[src/rtl/debug_mem_arbiter.sv]
// Arbitrates one fixed-latency memory port between the CPU core and the JTAG debug controller.
// Latched debug pulses take priority and stall the core. A tag pipeline routes read data back to the requester.
module debug_mem_arbiter #(
  parameter int ADDR_WIDTH  = 32,
  parameter int DATA_WIDTH  = 32,
  parameter int MEM_LATENCY = 1
) (
  input  logic                  cpu_clk,
  input  logic                  sys_rstn,
  input  logic [ADDR_WIDTH-1:0] dbg_addr,
  input  logic [DATA_WIDTH-1:0] dbg_wdata,
  input  logic                  dbg_ce,
  input  logic                  dbg_we,
  output logic [DATA_WIDTH-1:0] dbg_rdata,
  output logic                  dbg_rdata_ready,
  input  logic [ADDR_WIDTH-1:0] core_addr,
  input  logic [DATA_WIDTH-1:0] core_wdata,
  input  logic                  core_ce,
  input  logic                  core_we,
  output logic                  core_stall,
  output logic [DATA_WIDTH-1:0] core_rdata,
  output logic                  core_rvalid,
  output logic [ADDR_WIDTH-1:0] mem_addr,
  output logic [DATA_WIDTH-1:0] mem_wdata,
  output logic                  mem_ce,
  output logic                  mem_we,
  input  logic [DATA_WIDTH-1:0] mem_rdata
);

  typedef struct packed {
    logic core_rd;
    logic dbg_rd;
  } tag_t;

  logic                  pend_r;
  logic                  pend_we_r;
  logic [ADDR_WIDTH-1:0] pend_addr_r;
  logic [DATA_WIDTH-1:0] pend_wdata_r;
  tag_t                  tag_r [MEM_LATENCY];
  tag_t                  issue_tag_s;
  tag_t                  tail_tag_s;
  logic [DATA_WIDTH-1:0] dbg_rdata_r;
  logic                  dbg_rdata_ready_r;

  // Debug request latch: a new pulse always overwrites, otherwise the pending access issues once.
  always_ff @(posedge cpu_clk) begin
    if (!sys_rstn) begin
      pend_r       <= 1'b0;
      pend_we_r    <= 1'b0;
      pend_addr_r  <= '0;
      pend_wdata_r <= '0;
    end else if (dbg_ce) begin
      pend_r       <= 1'b1;
      pend_we_r    <= dbg_we;
      pend_addr_r  <= dbg_addr;
      pend_wdata_r <= dbg_wdata;
    end else begin
      pend_r       <= 1'b0;
    end
  end

  // Memory port mux and tag of the access issued this cycle.
  always_comb begin
    mem_ce      = 1'b0;
    mem_we      = 1'b0;
    mem_addr    = core_addr;
    mem_wdata   = core_wdata;
    core_stall  = 1'b0;
    issue_tag_s = '0;
    if (!sys_rstn) begin
      mem_ce      = 1'b0;
      mem_we      = 1'b0;
      core_stall  = 1'b0;
    end else if (pend_r) begin
      mem_ce             = 1'b1;
      mem_we             = pend_we_r;
      mem_addr           = pend_addr_r;
      mem_wdata          = pend_wdata_r;
      core_stall         = 1'b1;
      issue_tag_s.dbg_rd = ~pend_we_r;
    end else begin
      mem_ce              = core_ce;
      mem_we              = core_we;
      issue_tag_s.core_rd = core_ce & ~core_we;
    end
  end

  // Tag pipeline aligned with the memory read latency.
  always_ff @(posedge cpu_clk) begin
    if (!sys_rstn) begin
      for (int i = 0; i < MEM_LATENCY; i++) begin
        tag_r[i] <= '0;
      end
    end else begin
      tag_r[0] <= issue_tag_s;
      for (int i = 1; i < MEM_LATENCY; i++) begin
        tag_r[i] <= tag_r[i-1];
      end
    end
  end

  assign tail_tag_s  = tag_r[MEM_LATENCY-1];
  assign core_rdata  = mem_rdata;
  assign core_rvalid = sys_rstn & tail_tag_s.core_rd;

  // Debug read-back register; the ready pulse lines up with the captured data.
  always_ff @(posedge cpu_clk) begin
    if (!sys_rstn) begin
      dbg_rdata_r       <= '0;
      dbg_rdata_ready_r <= 1'b0;
    end else if (tail_tag_s.dbg_rd) begin
      dbg_rdata_r       <= mem_rdata;
      dbg_rdata_ready_r <= 1'b1;
    end else begin
      dbg_rdata_ready_r <= 1'b0;
    end
  end

  assign dbg_rdata       = dbg_rdata_r;
  assign dbg_rdata_ready = dbg_rdata_ready_r;

endmodule
[config.mk]
export PLATFORM = sky130hd
export DESIGN_NAME = debug_mem_arbiter
export DESIGN_NICKNAME = d
export VERILOG_FILES = /design/src/rtl/debug_mem_arbiter.sv
export SDC_FILE = /design/constraint.sdc
export NUM_CORES = 1
export LEC_CHECK = 0
export ABC_AREA = 1
export BUFFER_PORTS_ARGS = -buffer_cell sky130_fd_sc_hd__clkbuf_2
export CAP_MARGIN = 20
export CORE_AREA = 5 5 113 115
export CTS_BUF_LIST = sky130_fd_sc_hd__clkbuf_8
export DETAILED_ROUTE_END_ITERATION = 7
export DIE_AREA = 0 0 118 120
export PLACE_DENSITY = 0.77
export SYNTH_ARGS = -nofsm -noshare
export SYNTH_HDL_FRONTEND = slang
export SYNTH_SLANG_ARGS = --single-unit
[constraint.sdc]
create_clock -name cpu_clk -period 1.25 [get_ports cpu_clk]
set_clock_uncertainty 0.1 [all_clocks]
set_input_delay 0 -clock cpu_clk [delete_from_list [all_inputs] [get_ports cpu_clk]]
set_output_delay 0 -clock cpu_clk [all_outputs]
set_load 0.03 [all_outputs]
==> flow_summary.toml <==
[status]
status = "finished with violations"
violations = "negative setup slack"

[routing]
finalWirelength_mm = 23.1
dr.pass1.iters = 7
vias_per_cell = 5.17
drc_errors = 0
drt_iter0_drc = 520
wl_per_cell_um = 19.3
vias = 6209
ant_nets = 0

[grt]
antenna_found_initial = 1
grt_max_degree = 67
grt_pass1_vias = 5995
grt_pass1_wl_mm = 30.7
grtUsageTotal_pct = 26.8
grt-ovfl-total = 0

[floorplanning]
rows = 40
die_area_um2 = 14200
num_io_pins = 299
initial_core_util_pct = 40.1
die_w_um = 118
dieHeight_um = 120
core_um2 = 11700

[placed_design]
numPortBuffers = 298
gp_congestion = 0.846
dp_cells = 1062
dp_hpwl_mm = 10.8

[sta]
clock.fmax_mhz = 633
fin_ws_ps = -330
setup_viol = 68
worstMarginPinSlew_ps = 272
fin_crit_sh_pct = 126
min_period_ps = 1580
final_max_slew_viol_count = 0
slew_headroom_pct = 81.6
rsz0062_at_grt = "true"
finalHoldViolations = 0

[critical_path]
worstPathArrival_ps = 1480
crit_path_end_kind = "output pin"
critPathRequiredTime_ps = 1150
reg2reg_to = "dbg_rdata[3]"
worst-path-max-fanout = 6
r2r_start = "tag_r[0][0]"
r2r_slack_ps = 190
reg2reg_depth = 3
worst_setup_path_start_kind = "flop"
worstSetupPathType = "flop to output pin"

[synth]
syn_area_per_cell_um2 = 6.92
syn_inst = 679
yosys_warnings = 0
syn_area_um2 = 4700
ys_ff_latch = 101
yosys.cell_types.count = 16
yosysSeqAreaShare_pct = 43.0
synth_fp_nets = 845

[clock_network]
clkTransAtPathRegs_ps = 90
clockRootBuffer = "clkbuf_8"
htree_levels = 3
worstSkewPairLatency_ps = 360
cts_tree = "yes"
cts_buffers = 9
cts_buffer_depth = 2
cts.sinks = 101

[power]
p_per_area_nw_per_um2 = 937
p_leak_nw = 4.48
p_total_mw = 8.27
irDropWorstVdd_mv = 0.538

[cells_and_area]
drive_above_1_share_pct = 49.3
fillers = 722
final_cell_mix = "clkbuf_2, nor2_1, dlygate4sd3_1"
area_delta_synth_final_pct = 88.0
final_common_cell = "clkbuf_2"
fin_nets = 1214
instances_no_fill = 1201

[hold_path]
hold_depth = 4
hold_path.class = "primary input to flop"
holdCritStartpoint = "dbg_ce"
min_to = "pend_wdata_r[11]"

[job]
drv_cap = 0
per-layer routing:
metal,global-route usage [%],routed length (um)
met5,0,0
met3,7.82,2180
met4,13.5,1330
met1,29.1,8010
met2,47.3,11600
cells in the mapped netlist:
cell      count  area [um2]
nand2_1     198         743
nor2_1      147         552
dfxtp_1     101        2020
o21ai_0      96         480
nor2_2       50         313
buf_4        39         293
buf_2        19        95.1
clkbuf_1      9        33.8
buf_8         6        90.1
inv_1         5        18.8
buf_6         2        22.5
clkbuf_2      2        10.0
o21ai_1       2        10.0
inv_2         1        3.75
inv_4         1        6.26
nor3_1        1        5.00
final cells by class:
class                      count  area, um2  area share [%]
multi-input combinational    494       2630            29.8
sequential                   101       2030            22.9
clock buffer                  10        138            1.56
antenna                        1       2.50          0.0283
inverter                       7       41.3           0.468
tap                          147        184            2.08
clock inverter                 6       40.0           0.453
timing repair buffer         435       3770            42.7
stage by stage:
stage	hold slack (ps)	setup TNS [ps]	cell area [um2]	utilization (%)	setup slack, ps
floorplan	-23.2	0	4700	-	90.9
global placement	77.9	0	6030	51.5	69.0
CTS	11.9	-17630	8140	69.5	-307
detailed placement	78.4	0	6030	51.5	42.5
global route	9.08	-21440	8830	75.4	-375
finish	12.4	-17290	8830	75.4	-330
timing repair:
item                                   4_1_cts  5_1_grt
gates resized for setup                    157      231
pin swaps                                    2       41
cloned                                       5        5
setup endpoints to repair                   67       68
hold buffers                               110        0
endpoints found under the hold margin       98        0
setup buffers                                3        1
worst max-delay path by stage:
stage | startpoint | endpoint | slack (ps) | depth (start not counted)
5_1_grt | pend_r | mem_wdata[21] | -370 | 6
3_5_place_dp | pend_r | mem_addr[3] | 40 | 6
3_3_place_gp | pend_r | mem_addr[3] | 70 | 6
4_1_cts | pend_r | mem_addr[5] | -310 | 7
2_1_floorplan | pend_r | mem_addr[22] | 90 | 5
6_report | pend_r | mem_wdata[22] | -330 | 6
worst max-delay path: stages, from the launching register on:
cell and delay [ps]:
dfxtp_4 370, nand2_8 120, buf_12 160, clkbuf_16 180, nand2_2 70, nand2_2 90, buf_8 130
kinds of logic after synthesis:
logic type | share of synthesized area, %
buffers and inverters | 12.2
AO/OA/AOI/OAI | 10.4
flip-flops | 43.0
AND/OR/NAND/NOR | 34.3
registers in the layout, indices dropped and copies added, names as in the netlist:
| name | flops |
|---|---|
| dbg_rdata_ready | 1 |
| pend_addr_r | 32 |
| dbg_rdata | 32 |
| pend_wdata_r | 32 |
| pend_r | 1 |
| tag_r | 2 |
| pend_we_r | 1 |
power breakdown:
| group | switching (mW) | internal [mW] | total [mW] | leakage [nW] |
|---|---|---|---|---|
| logic | 1.53 | 1.25 | 2.78 | 3.55 |
| clock network | 1.16 | 0.777 | 1.94 | 0.0974 |
| registers | 0.139 | 3.42 | 3.56 | 0.835 |
| total | 2.83 | 5.45 | 8.27 | 4.48 |
(Power assumes the default switching activity.)
